### src/rtl/a2d_pkg.sv
`default_nettype none
// ============================================================================
// Module   : a2d_pkg
// Purpose  : Shared types and channel constants for the A2D round-robin sched.
// Revision : 1.0
// ============================================================================
package a2d_pkg;

   typedef enum logic [2:0] {
      IDLE      = 3'd0,
      SEL       = 3'd1,
      WAIT_SEL  = 3'd2,
      CONV      = 3'd3,
      WAIT_CONV = 3'd4
   } a2d_state_t;

   localparam logic [2:0] CH_LFT   = 3'd0;
   localparam logic [2:0] CH_RGHT  = 3'd4;
   localparam logic [2:0] CH_STEER = 3'd5;
   localparam logic [2:0] CH_BATT  = 3'd6;

   localparam logic [1:0] IDX_LFT   = 2'd0;
   localparam logic [1:0] IDX_RGHT  = 2'd1;
   localparam logic [1:0] IDX_STEER = 2'd2;
   localparam logic [1:0] IDX_BATT  = 2'd3;

   function automatic logic [2:0] ch_of_idx(input logic [1:0] idx);
      logic [2:0] ch;
      case (idx)
         IDX_LFT:   ch = CH_LFT;
         IDX_RGHT:  ch = CH_RGHT;
         IDX_STEER: ch = CH_STEER;
         default:   ch = CH_BATT;
      endcase
      return ch;
   endfunction

endpackage
`default_nettype wire

### src/rtl/a2d_period_tmr.sv
`default_nettype none
// ============================================================================
// Module   : a2d_period_tmr
// Purpose  : Free-running round timer; one-cycle tick on all-ones wrap.
// Revision : 1.0
// ============================================================================
module a2d_period_tmr #(
   parameter int FAST_SIM = 1
) (
   input  logic clk,
   input  logic rst_n,
   output logic tick
);

   localparam int              C_WIDTH = (FAST_SIM != 0) ? 10 : 16;
   localparam logic [C_WIDTH-1:0] C_ONE = {{(C_WIDTH-1){1'b0}}, 1'b1};

   logic [C_WIDTH-1:0] r_cnt;

   always_ff @(posedge clk or negedge rst_n) begin
      if (!rst_n) r_cnt <= '0;
      else        r_cnt <= r_cnt + C_ONE;
   end

   assign tick = &r_cnt;

endmodule
`default_nettype wire

### src/rtl/a2d_rr_sched.sv
`default_nettype none
// ============================================================================
// Module   : a2d_rr_sched
// Purpose  : Round-robin SPI A2D sequencer for load cells, steer pot, battery.
// Revision : 1.0
// ============================================================================
module a2d_rr_sched #(
   parameter int FAST_SIM = 1
) (
   input  logic        clk,
   input  logic        rst_n,
   output logic        spi_wrt,
   output logic [15:0] spi_cmd,
   input  logic        spi_done,
   input  logic [15:0] spi_rd,
   output logic [11:0] lft_ld,
   output logic [11:0] rght_ld,
   output logic [11:0] steer_pot,
   output logic [11:0] batt,
   output logic        ld_vld,
   output logic        ovr
);
   import a2d_pkg::*;

   a2d_state_t  r_state, w_state_nxt;
   logic [1:0]  r_ch_idx;
   logic        w_tick;
   logic        w_wrt_nxt;
   logic        w_latch;
   logic        w_done_ok;
   logic        r_spi_wrt;
   logic [15:0] r_spi_cmd;
   logic [11:0] r_lft, r_rght, r_steer, r_batt;
   logic        r_rght_upd;
   logic        r_ld_vld;
   logic        r_ovr;
   logic        w_unused;

   assign w_unused = ^spi_rd[15:12];

   a2d_period_tmr #(.FAST_SIM(FAST_SIM)) u_tmr (
      .clk   (clk),
      .rst_n (rst_n),
      .tick  (w_tick)
   );

   // The monarch cannot finish in the cycle it is started, so a done
   // coincident with our own wrt is treated as stray.
   assign w_done_ok = spi_done & ~r_spi_wrt;

   always_comb begin
      w_state_nxt = r_state;
      w_wrt_nxt   = 1'b0;
      w_latch     = 1'b0;
      case (r_state)
         IDLE:      if (w_tick) w_state_nxt = SEL;
         SEL: begin
            w_wrt_nxt   = 1'b1;
            w_state_nxt = WAIT_SEL;
         end
         WAIT_SEL:  if (w_done_ok) w_state_nxt = CONV;
         CONV: begin
            w_wrt_nxt   = 1'b1;
            w_state_nxt = WAIT_CONV;
         end
         WAIT_CONV: begin
            if (w_done_ok) begin
               w_latch     = 1'b1;
               w_state_nxt = (r_ch_idx == IDX_BATT) ? IDLE : SEL;
            end
         end
         default:   w_state_nxt = IDLE;
      endcase
   end

   always_ff @(posedge clk or negedge rst_n) begin
      if (!rst_n) begin
         r_state    <= IDLE;
         r_ch_idx   <= 2'd0;
         r_spi_wrt  <= 1'b0;
         r_spi_cmd  <= 16'h0000;
         r_rght_upd <= 1'b0;
         r_ld_vld   <= 1'b0;
         r_ovr      <= 1'b0;
      end else begin
         r_state    <= w_state_nxt;
         r_spi_wrt  <= w_wrt_nxt;
         if (w_wrt_nxt) r_spi_cmd <= {2'b00, ch_of_idx(r_ch_idx), 11'h000};
         if (w_latch)   r_ch_idx  <= r_ch_idx + 2'd1;
         r_rght_upd <= w_latch && (r_ch_idx == IDX_RGHT);
         r_ld_vld   <= r_rght_upd;
         if (w_tick && (r_state != IDLE)) r_ovr <= 1'b1;
      end
   end

   always_ff @(posedge clk or negedge rst_n) begin
      if (!rst_n) begin
         r_lft   <= 12'h000;
         r_rght  <= 12'h000;
         r_steer <= 12'h000;
         r_batt  <= 12'h000;
      end else if (w_latch) begin
         case (r_ch_idx)
            IDX_LFT:   r_lft   <= spi_rd[11:0];
            IDX_RGHT:  r_rght  <= spi_rd[11:0];
            IDX_STEER: r_steer <= spi_rd[11:0];
            default:   r_batt  <= spi_rd[11:0];
         endcase
      end
   end

   assign spi_wrt   = r_spi_wrt;
   assign spi_cmd   = r_spi_cmd;
   assign lft_ld    = r_lft;
   assign rght_ld   = r_rght;
   assign steer_pot = r_steer;
   assign batt      = r_batt;
   assign ld_vld    = r_ld_vld;
   assign ovr       = r_ovr;

endmodule
`default_nettype wire

### config.mk
export PLATFORM = sky130hd
export DESIGN_NAME = a2d_rr_sched
export DESIGN_NICKNAME = d
export VERILOG_FILES = /design/src/rtl/a2d_pkg.sv /design/src/rtl/a2d_period_tmr.sv /design/src/rtl/a2d_rr_sched.sv
export SDC_FILE = /design/constraint.sdc
export NUM_CORES = 1
export LEC_CHECK = 0
export CAP_MARGIN = 0
export CORE_UTILIZATION = 40
export CTS_CLUSTER_SIZE = 10
export DETAILED_ROUTE_END_ITERATION = 7
export PLACE_DENSITY_LB_ADDON = 0.25
export SLEW_MARGIN = 40
export SYNTH_ARGS = -nofsm -noshare
export SYNTH_HDL_FRONTEND = slang
export SYNTH_SLANG_ARGS = --single-unit
### constraint.sdc
create_clock -name clk -period 3.4 [get_ports clk]
set_input_delay 0.34 -clock clk [delete_from_list [all_inputs] [get_ports clk]]
set_output_delay 0.34 -clock clk [all_outputs]
set_load 0.005 [all_outputs]
-- Word-level counts from Yosys, hierarchy flattened
Cells that the tools add are included.
- output and inout bits: 67
- register bits: 70
- logic and storage cells: 49
- bits of input ports: 19
- eq/ne operators: 10
- reduce and logical (&&, ||, !) cells: 13
- bitwise logic cells: 3
- multiplexer cells: 9
- add/sub/neg operators: 2
- operators by type and width (operator ; number):
    3-bit case mux with 5 select lines ; 1
    10-bit by 1-bit adder with 10-bit output, second input constant ; 1
    10-bit AND reduction ; 1
    3-bit two-way mux ; 3
    3-bit case mux with 3 select lines ; 1
    2-bit AND reduction ; 4
    3-bit by 2-bit equality test with 1-bit output, second input constant ; 2
    2-bit != test, second input constant ; 3
    2-bit equality test, second input constant ; 2
    1-bit two-way mux ; 4
    3-bit by 1-bit equality test with 1-bit output, second input constant ; 1
    3-bit equality test, second input constant ; 1
    3-bit zero test ; 1
    3-bit AND reduction ; 1
    3-bit nonzero test ; 1
    3-bit OR reduction ; 1
    2-bit by 1-bit adder with 2-bit output, second input constant ; 1
    2-bit by 1-bit equality test with 1-bit output, second input constant ; 1
    1-bit logical AND ; 2
    2-bit zero test ; 1
    1-bit inverter ; 2
    2-bit OR reduction ; 1
    1-bit AND ; 1

-- Longest topological paths before layout
Gate-level depths: netlist of run 1.
- word-level depth: 5
- mapped depth: 5
- gate-level depth less buffers: 4

-- Hierarchy
Synthesis of run 1 repeated with hierarchy kept, for this count alone.
- cell total of the unflattened synthesis: 205
- area, all modules: 2937.8 um^2
- by module, submodules not included (module ; area each (um^2) ; sequential area each (um^2) ; cells an instance ; times used):
    a2d_rr_sched ; 2508.7 ; 1501.4 ; 170 ; 1
    a2d_period_tmr ; 429.2 ; 250.2 ; 35 ; 1

-- Least setup slack after synthesis of run 1
OpenSTA, ideal clock, no wires.
- kind: register to register
- start: register r_state[1]
- end: register r_rght[10], in the netlist rght_ld[10]
- setup time: 125 ps
- cell stages (with the launch flop): 6
- setup slack: 1856 ps
- path buffers: 2
- clock period less this slack: 1544 ps
- required time: 3275 ps
- arrival: 1418 ps
- path through: dfrtp_1 > buf_6 > nor3b_4 > nand3_2 > buf_6 > mux2_4
- longest elaborated chain between the ends: 3
- ends and longest elaborated chain (item ; RTL line ; text):
    from (decl) ; a2d_rr_sched.sv:25 ; a2d_state_t r_state, w_state_nxt;
    from (signal assigned) ; a2d_rr_sched.sv:86 ; r_state <= w_state_nxt;
    3-bit equality test ; a2d_rr_sched.sv:55 ; case (r_state)
    1-bit two-way mux ; a2d_rr_sched.sv:55 ;
    2-bit AND reduction (no line) ; -- ;
    to (signal assigned) ; a2d_rr_sched.sv:105 ; IDX_RGHT: r_rght <= spi_rd[11:0];
    to (decl) ; a2d_rr_sched.sv:33 ; logic [11:0] r_lft, r_rght, r_steer, r_batt;
Every way passes these cells.
A chain may end at the register's enable or synchronous reset.

-- Worst setup path in the final report of run 1
- start: register r_state[1]
- end: register r_rght[5], in the netlist rght_ld[5]
Same word-level chain as after synthesis.

==> results of run 1 <==
-- state kept, by name, indices dropped and copies added, names as in the netlist, 2 cells and up --
name and cells:
batt 12, lft_ld 12, r_ch_idx 2, r_state 3
rght_ld 12, spi_cmd 3, steer_pot 12, u_tmr.r_cnt 10
-- cell type report --
cell class	count	area (um2)	share of cell area (%)
inverters	5	18.8	0.479
flip-flops and latches	70	1750	44.7
repair buffers	71	703	18.0
multi-input cells	116	1130	28.9
clock inverters	6	47.5	1.21
clock buffers	10	138	3.51
well taps	99	124	3.16
-- cell families after synthesis --
| kind of cell | count (synthesis) | share of synthesized area (%) |
|---|---|---|
| flops | 70 | 58.1 |
| mux | 49 | 23.2 |
| simple gates | 34 | 6.60 |
| buf+inv | 23 | 5.73 |
| xor+xnor | 10 | 2.91 |
| fa+ha+maj | 5 | 2.08 |
| compound gates | 5 | 1.25 |
| other cells | 1 | 0.124 |
-- critical path: cells and delay by family, from the launching register on --
kind / cells / cell delay [ps]
flip-flops: 1 / 470
multiplexers: 1 / 450
AND/OR/NAND/NOR: 2 / 860
-- synthesized netlist by cell type (2+ instances only) --
library cell | instances | area share (%)
dfrtp_1 | 70 | 58
mux2_4 | 39 | 19
buf_4 | 13 | 3.2
nand2_1 | 12 | 1.5
mux2_2 | 10 | 3.7
xnor2_1 | 6 | 1.7
buf_6 | 5 | 1.9
ha_1 | 5 | 2.1
inv_1 | 5 | 0.62
nand3_2 | 4 | 1.3
xor2_1 | 4 | 1.2
nand3_1 | 3 | 0.50
nor2_1 | 3 | 0.37
nor3_1 | 3 | 0.50
nand2b_1 | 2 | 0.42
nand4_1 | 2 | 0.42
-- repair_timing --
item                                   in CTS  in global routing
setup buffers                               0                  0
endpoints found under the hold margin      38                  0
hold buffers                                1                  0
-- worst min-delay path by stage --
stage                               end  depth (start not counted)                  from  slack [ps]
floorplan           batt[0]$_DFFE_PN0P_                          0                 rst_n          40
global placement       ld_vld$_DFF_PN0_                          0  r_rght_upd$_DFF_PN0_         330
detailed placement     ld_vld$_DFF_PN0_                          0  r_rght_upd$_DFF_PN0_         340
CTS                    ld_vld$_DFF_PN0_                          0  r_rght_upd$_DFF_PN0_         360
global route           ld_vld$_DFF_PN0_                          0  r_rght_upd$_DFF_PN0_         390
finish                 ld_vld$_DFF_PN0_                          0  r_rght_upd$_DFF_PN0_         360
-- layer usage --
metal / wire [um] / global-route usage [%]
met5: 0 / 0
met1: 2670 / 21.8
met3: 280 / 3.17
met2: 2390 / 22.8
met4: 125 / 9.24
-- metrics by stage --
step           area, um2  hold WS [ps]  std cells  setup slack, ps  total power (W)
2_1_floorplan       3060          44.4        209             1860          0.00167
3_3_place_gp        3720           332        360             1250          0.00215
3_5_place_dp        3720           339        360             1250          0.00217
4_1_cts             3920           358        377             1460          0.00279
5_1_grt             3920           386        377             1340          0.00294
6_report            3920           356        377             1490          0.00276
-- where the power goes --
group          internal, W  switching, W
combinational     0.000651      0.000274
clock             0.000286      0.000324
sequential         0.00107      0.000160
total              0.00200      0.000759
==> metrics.md, run 1 <==
| Metric | Value |
|---|---|
| Worst R2R Path Depth | `3` |
| Post-synthesis sequential area ratio | `58.1%` |
| Slew Limit Fails | `0` |
| N_diodes | `0` |
| Async SR Flop Fraction | `100%` |
| Crit Path Class | `reg2reg` |
| Max rail drop VDD | `0.000338 V` |
| Power density cells | `705 nW/um2` |
| Area growth, synth to finish | `30.0%` |
| CP arrival | `2130 ps` |
| I/O Buffers | `68` |
| Fin Clk Skew | `6.84 ps` |
| Core footprint | `7250 um2` |
| Period utilization | `56.1%` |
| Layout filler cell count | `642` |
| H-Tree Depth | `3` |
| Ports | `86` |
| Final hold violation count | `0` |
| Result of the run | `finished clean` |
| Number of max-cap violations | `0` |
| Clk buf depth | `2` |
| Worst reg-to-reg setup slack | `1490 ps` |
| All-Layer GR Usage | `15.7%` |
| Initial antenna violation count | `0` |
| EDFF count, synth | `0` |
| CP max-delay cell | `dfrtp_1` |
| Pin count of the biggest net entering global routing | `41` |
| Initial Util | `41.5%` |
| Placer Congestion | `0.709` |
| Die area | `7880 um2` |
| Fin util | `54.0%` |
| Share of layout cells above drive strength 1 | `26.3%` |
| Top_reg_cell synth | `dfrtp_1` |
| Worst hold path type | `reg2reg` |
| HPWL after DPL | `3710 um` |
| Commonest non-fill, non-tap cell in the layout | `dfrtp_1` |
| Slew margin rel. | `66.0%` |
| Via count | `1700` |
| Die width | `88.8 um` |
| ANT nets after route | `0` |
| YS warnings | `0` |
| First-pass GRT wire length | `8940 um` |
| P_leak | `1.94 nW` |
| Post-synthesis cell type count | `27` |
| Clk slew on worst S/H paths | `80 ps` |
| Clk root buf | `clkbuf_8` |
| Crit. Startpoint | `r_state[1]$_DFFE_PN0P_` |
| Worst reg2reg path endpoint | `rght_ld[5]$_DFFE_PN0P_` |
| Vias in the first global route | `1686` |
| Iteration-0 DRC Markers | `24` |
| GRT overflow | `0` |
| Unrepaired setup endpoints after global routing | `no` |
| Worst setup SP type | `flop` |
| Setup crit end kind | `flop` |
| Mean Syn Cell Area | `15.3 um2` |
| CP max stage delay | `470 ps` |
| CTS resizes | `0` |
| CP endpoint | `rght_ld[5]$_DFFE_PN0P_` |
| Die Y | `88.8 um` |
| Final nets | `297` |
| CP max FO | `13` |
| FF+latch count, synth | `70` |
| Period minus WS final | `1910 ps` |
| CTS Buf Count | `9` |
| # DRC | `0` |
| First-pass iteration count of the detailed router | `4` |
| Rows | `31` |
| Number of clock sinks | `70` |
| Drt total wl | `5460 um` |
| Drt wl/cell | `14.5 um` |
| Latest clock arrival within the worst-skew pair | `340 ps` |
| Crit path cell chain | `nor3b_4 -> nand3_2 -> mux2_4` |
| Max Clk Rate | `0.524 GHz` |
| FF-to-FF Start | `r_state[1]$_DFFE_PN0P_` |
| CTS tree | `yes` |
| Worst-Margin Slew | `509 ps` |
| Commonest cells after routing, fill and taps aside | `dfrtp_1, clkdlybuf4s50_1, mux2_4` |
| Total Neg Setup Slack | `0 ps` |
| Mapped Area | `3010 um2` |
| Routed vias/inst | `4.51` |
| Cells after Synth | `197` |
| Critical Path RT | `3630 ps` |
| Count of final setup violators | `0` |
(Power assumes the default switching activity.)
==> run 2: changes to the inputs <==
==> constraint.sdc (replaced) <==
create_clock -name clk -period 2 [get_ports clk]
set_input_delay 0.2 -clock clk [delete_from_list [all_inputs] [get_ports clk]]
set_output_delay 0.2 -clock clk [all_outputs]
set_load 0.005 [all_outputs]
==> run 2 against run 1 <==
  * Largest power group unchanged
  * Critical path type unchanged
  * Sequential power up 69%
  * Clock power grew 85%
  * Non-clock buffer count grew 4
  * Die area is the same
==> metrics.md, run 2 (synthesis gave the netlist of run 1 again) <==
| Metric | Value |
|---|---|
| Initial Util | `41.5% (unchanged)` |
| Initial antenna violation count | `0 (unchanged)` |
| CP arrival | `1890 ps (-240 ps)` |
| Crit path cell chain | `nor3b_4 -> nand3_2 -> buf_4 -> mux2_4` |
| First-pass GRT wire length | `8870 um (-0.69%)` |
| Setup crit end kind | `flop` |
| Max rail drop VDD | `0.000538 V (+59%)` |
| Clk root buf | `clkbuf_8` |
| Core footprint | `7250 um2 (unchanged)` |
| Ports | `86 (unchanged)` |
| Worst setup SP type | `flop` |
| CTS Buf Count | `9 (unchanged)` |
| Switching Share | `26.8% (-0.67 points)` |
| Die Y | `88.8 um (unchanged)` |
| Final instance area | `3980 um2 (+1.7%)` |
| Routed vias/inst | `4.46 (-0.99%)` |
| All-Layer GR Usage | `15.6% (-0.16 points)` |
| Number of max-cap violations | `0 (unchanged)` |
| Placer Congestion | `0.691 (-2.6%)` |
| Critical Path RT | `2230 ps (-1400 ps)` |
| ANT nets after route | `0 (unchanged)` |
| CP max-delay cell | `dfrtp_1` |
| Clock network power share | `23.6% (+1.5 points)` |
| Slew margin rel. | `62.1% (-4.0 points)` |
| Period minus WS final | `1660 ps (-251 ps)` |
| CP endpoint | `steer_pot[11]$_DFFE_PN0P_` |
| Result of the run | `finished clean` |
| Post-placement cell area | `3770 um2 (+1.4%)` |
| Area occupied by multi-input gates | `1130 um2 (unchanged)` |
| First-pass iteration count of the detailed router | `3 (-1)` |
| P_leak | `1.97 nW (+1.7%)` |
| Fin Hold WS | `360 ps (+3.93 ps)` |
| Sequential Power Share | `43.5% (-0.9 points)` |
| Unrepaired setup endpoints after global routing | `no` |
| Combinational share of power | `32.9% (-0.6 points)` |
| Clk slew on worst S/H paths | `80 ps (about the same)` |
| Period utilization | `82.9% (+27 points)` |
| Die area | `7880 um2 (unchanged)` |
| CP max FO | `12 (-1)` |
| FF-to-FF Start | `r_state[1]$_DFFE_PN0P_` |
| Final nets | `301 (+1.3%)` |
| Commonest non-fill, non-tap cell in the layout | `dfrtp_1` |
| Rows | `31 (unchanged)` |
| CP max stage delay | `480 ps (about the same)` |
| Commonest cells after routing, fill and taps aside | `dfrtp_1, clkdlybuf4s50_1, mux2_4` |
| Drt total wl | `5400 um (-1.2%)` |
| Pin count of the biggest net entering global routing | `26 (-37%)` |
| CTS tree | `yes` |
| Fin Clk Skew | `4.99 ps (-1.84 ps)` |
| Worst reg2reg path endpoint | `steer_pot[11]$_DFFE_PN0P_` |
| Pint | `0.00351 W (+75%)` |
| Share of layout cells above drive strength 1 | `27.0% (+0.69 points)` |
| Die width | `88.8 um (unchanged)` |
| Net switching power | `0.00129 W (+69%)` |
| Crit. Startpoint | `r_state[1]$_DFFE_PN0P_` |
| Latest clock arrival within the worst-skew pair | `340 ps (about the same)` |
| Final hold violation count | `0 (unchanged)` |
| Max Clk Rate | `0.603 GHz (+15%)` |
| Iteration-0 DRC Markers | `52 (+120%)` |
| Layout filler cell count | `639 (-0.47%)` |
| Count of final setup violators | `0 (unchanged)` |
| N_diodes | `0 (unchanged)` |
| Worst hold path type | `reg2reg` |
| GRT overflow | `0 (unchanged)` |
| # DRC | `0 (unchanged)` |
| Worst reg-to-reg setup slack | `340 ps (-1150 ps)` |
| Reg area | `1750 um2 (unchanged)` |
| I/O Buffers | `68 (unchanged)` |
| Area growth, synth to finish | `32.1%` |
| HPWL after DPL | `3780 um (+1.9%)` |
| Number of clock sinks | `70 (unchanged)` |
| Total Neg Setup Slack | `0 ps (unchanged)` |
| Worst-Margin Slew | `569 ps (+60.1 ps)` |
| Power density cells | `1200 nW/um2 (+71%)` |
| Clk buf depth | `2 (unchanged)` |
| H-Tree Depth | `3 (unchanged)` |
| Post-CTS Setup Inserts | `0 (unchanged)` |
| Drt wl/cell | `14.2 um (-2.2%)` |
| Worst R2R Path Depth | `4 (+1)` |
| Slew Limit Fails | `0 (unchanged)` |
| Crit Path Class | `reg2reg` |
| Vias in the first global route | `1796 (+6.5%)` |
| Via count | `1701 (+0.059%)` |
==> run 2: critical path: cells and delay by family (launching register included) <==
kind / cells / cell delay, ps
simple gates: 2 / 510
flops: 1 / 480
mux: 1 / 310
buf+inv: 1 / 230
==> run 2: how the worst min path moves through the flow <==
stage / start / end / slack, ps / cells past startpoint
after global placement: rst_n / ld_vld$_DFF_PN0_ / 230 / 1
after CTS: r_rght_upd$_DFF_PN0_ / ld_vld$_DFF_PN0_ / 360 / 0
final: r_rght_upd$_DFF_PN0_ / ld_vld$_DFF_PN0_ / 360 / 0
after global routing: r_rght_upd$_DFF_PN0_ / ld_vld$_DFF_PN0_ / 380 / 0
after detailed placement: rst_n / ld_vld$_DFF_PN0_ / 220 / 1
after floorplan: rst_n / batt[0]$_DFFE_PN0P_ / -100 / 0
==> run 2: timing repair <==
action	4_1_cts	5_1_grt
hold buffers	1	0
hold endpoints to repair	22	0
gates resized for setup	0	0
==> run 2: layout make-up <==
cell class / count / share of cell area, %
tap: 99 / 3.11
multi-input combinational: 116 / 28.5
clock inverter: 6 / 1.76
inverter: 5 / 0.471
sequential: 70 / 44.0
clock buffer: 10 / 3.21
timing repair buffer: 75 / 19.0
==> run 2: power groups by stage <==
stage	Combinational [W]	Sequential [W]	Clock [W]
2_1_floorplan	0.000756	0.00208	0
3_3_place_gp	0.00156	0.00210	0
3_5_place_dp	0.00160	0.00211	0
4_1_cts	0.00160	0.00209	0.00116
5_1_grt	0.00172	0.00215	0.00122
6_report	0.00158	0.00208	0.00113
==> run 2: routing by layer <==
metal,GRT usage (%),routed length (um),up-vias,part of all wire [%]
met3,3.82,274,11,5.1
met4,8.80,134,0,2.5
met5,0,0,-,0
met1,19.7,2620,827,49
met2,24.4,2370,58,44
li1,-,-,805,-
==> run 2: through the flow <==
step / utilization [%] / setup slack, ps / total power, W / std cells
after floorplan: - / 456 / 0.00284 / 209
after global placement: 52.0 / 247 / 0.00366 / 364
after detailed placement: 52.0 / 238 / 0.00371 / 364
after CTS: 54.9 / 322 / 0.00485 / 381
after global routing: 54.9 / 221 / 0.00509 / 381
final: 54.9 / 342 / 0.00480 / 381
==> run 3: changes to the inputs <==
==> constraint.sdc (replaced) <==
create_clock -name clk -period 1.73 [get_ports clk]
set_input_delay 0.173 -clock clk [delete_from_list [all_inputs] [get_ports clk]]
set_output_delay 0.173 -clock clk [all_outputs]
set_load 0.005 [all_outputs]
==> run 3 against run 2 <==
  * Worst hold slack worse by 18 ps
  * Largest cell class unchanged
  * Sequential power up 15%
  * Largest power group unchanged
  * Critical path type unchanged
  * Combinational power up 18%
  * First-iteration DRC count up 46%
  * Die area unchanged
  * Power up 17%
==> metrics.md, run 3 (synthesis gave the netlist of run 1 again) <==
| Metric | Value |
|---|---|
| Placer Congestion | `0.738 (+6.8%)` |
| Worst-Margin Slew | `545 ps (-24.1 ps)` |
| CP max FO | `13 (+1)` |
| CP max stage delay | `450 ps (-30 ps)` |
| Iteration-0 DRC Markers | `76 (+46%)` |
| First-pass iteration count of the detailed router | `4 (+1)` |
| Worst R2R Path Depth | `4 (unchanged)` |
| Count of final setup violators | `0 (unchanged)` |
| Initial antenna violation count | `0 (unchanged)` |
| Max Clk Rate | `0.639 GHz (+6.0%)` |
| Commonest non-fill, non-tap cell in the layout | `dfrtp_1` |
| Drt wl/cell | `14.2 um (about the same)` |
| I/O Buffers | `68 (unchanged)` |
| Worst hold path type | `in2async` |
| Routed vias/inst | `4.46 (-0.20%)` |
| Initial Util | `41.5% (unchanged)` |
| Crit. Startpoint | `r_state[0]$_DFFE_PN0P_` |
| Clk slew on worst S/H paths | `80 ps (about the same)` |
| Setup crit end kind | `flop` |
| Final instance area | `4050 um2 (+1.7%)` |
| Period utilization | `90.4% (+7.5 points)` |
| GRT overflow | `0 (unchanged)` |
| Total Neg Setup Slack | `0 ps (unchanged)` |
| Number of clock sinks | `70 (unchanged)` |
| Power density cells | `1380 nW/um2 (+15%)` |
| Critical Path RT | `1950 ps (-280 ps)` |
| Total power | `0.00561 W (+17%)` |
| Rows | `31 (unchanged)` |
| CP arrival | `1790 ps (-100 ps)` |
| Unrepaired setup endpoints after global routing | `no` |
| CTS resizes | `0 (unchanged)` |
| Latest clock arrival within the worst-skew pair | `340 ps (about the same)` |
| Share of layout cells above drive strength 1 | `27.6% (+0.61 points)` |
| Fin util | `55.8% (+0.93 points)` |
| Ports | `86 (unchanged)` |
| Die Y | `88.8 um (unchanged)` |
| Period minus WS final | `1560 ps (-93.2 ps)` |
| CTS Buf Count | `9 (unchanged)` |
| Largest delay share family, worst path | `simple AND/OR/NAND/NOR gates` |
| Result of the run | `finished clean` |
| Slew Limit Fails | `0 (unchanged)` |
| P_leak | `2.01 nW (+1.9%)` |
| H-Tree Depth | `3 (unchanged)` |
| Max rail drop VDD | `0.000784 V (+46%)` |
| Crit path cell chain | `nor3b_4 -> nand3_2 -> buf_12 -> mux2_4` |
| CTS tree | `yes` |
| Die area | `7880 um2 (unchanged)` |
| CP max-delay cell | `dfrtp_1` |
| Crit Path Class | `reg2reg` |
| Fin Clk Skew | `7.42 ps (+2.43 ps)` |
| Vias in the first global route | `1733 (-3.5%)` |
| Drt total wl | `5410 um (+0.33%)` |
| Clk buf depth | `2 (unchanged)` |
| ANT nets after route | `0 (unchanged)` |
| Final nets | `302 (+0.33%)` |
| All-Layer GR Usage | `15.6% (+0.074 points)` |
| Via count | `1702 (+0.059%)` |
| HPWL after DPL | `3790 um (+0.24%)` |
| Pin count of the biggest net entering global routing | `28 (+7.7%)` |
| Die width | `88.8 um (unchanged)` |
| Commonest cells after routing, fill and taps aside | `dfrtp_1, clkdlybuf4s50_1, mux2_4` |
| # DRC | `0 (unchanged)` |
| Number of max-cap violations | `0 (unchanged)` |
| Area growth, synth to finish | `34.4%` |
| Clk root buf | `clkbuf_8` |
| Slew margin rel. | `63.7% (+1.6 points)` |
| First-pass GRT wire length | `8990 um (+1.3%)` |
| FF-to-FF Start | `r_state[0]$_DFFE_PN0P_` |
| Core footprint | `7250 um2 (unchanged)` |
| Worst reg-to-reg setup slack | `170 ps (-180 ps)` |
| Worst reg2reg path endpoint | `rght_ld[11]$_DFFE_PN0P_` |
| Post-placement cell area | `3830 um2 (+1.5%)` |
| N_diodes | `0 (unchanged)` |
| Worst setup SP type | `flop` |
| WP buf/inv | `1 (unchanged)` |
| Final hold violation count | `0 (unchanged)` |
## run 3: cell count changes in the layout (fill, tap and decap cells not counted)
cell | before | now
clkinv_4 | 0 | 1
inv_6 | 2 | 1
buf_12 | 2 | 6
buf_4 | 4 | 1
clkbuf_1 | 1 | 0
clkbuf_8 | 9 | 10
## run 3: final cells by class
class | instances | area (um2)
inverters | 5 | 18.8
well taps | 99 | 124
flip-flops and latches | 70 | 1750
fillers | 625 | 3200
clock buffers | 10 | 138
multi-input cells | 116 | 1130
clock inverters | 6 | 70.1
repair buffers | 76 | 813
## run 3: metal layers
layer	global-route usage (%)	part of all wire, %
met5	0	0
met4	9.24	1.8
met3	3.54	5.1
met2	23.4	45
met1	20.8	48
## run 3: repair_timing
action | 4_1_cts | 5_1_grt
buffers inserted | 0 | 0
endpoints found under the hold margin | 20 | 0
hold buffers | 1 | 0
setup endpoints to repair | 0 | 0
## run 3: report_power, final
part / leakage (nW) / switching, W / internal, W
clock: 0.0951 / 0.000639 / 0.000712
combinational: 0.977 / 0.000553 / 0.00131
sequential: 0.934 / 0.000295 / 0.00209
total: 2.01 / 0.00149 / 0.00412
## run 3: worst max path at each step
stage	to	slack, ps	depth (start not counted)
after global placement	steer_pot[6]$_DFFE_PN0P_	70	5
after floorplan	rght_ld[10]$_DFFE_PN0P_	190	5
after detailed placement	lft_ld[2]$_DFFE_PN0P_	50	5
after global routing	rght_ld[11]$_DFFE_PN0P_	40	4
after CTS	batt[1]$_DFFE_PN0P_	150	4
final	rght_ld[11]$_DFFE_PN0P_	170	4
## run 3: metrics by stage
step	std cells	setup WS, ps	hold slack [ps]
final	382	166	342
after global routing	382	35.3	372
after CTS	382	153	348
after detailed placement	365	53.3	182
after global placement	365	71.0	190
after floorplan	209	186	-123
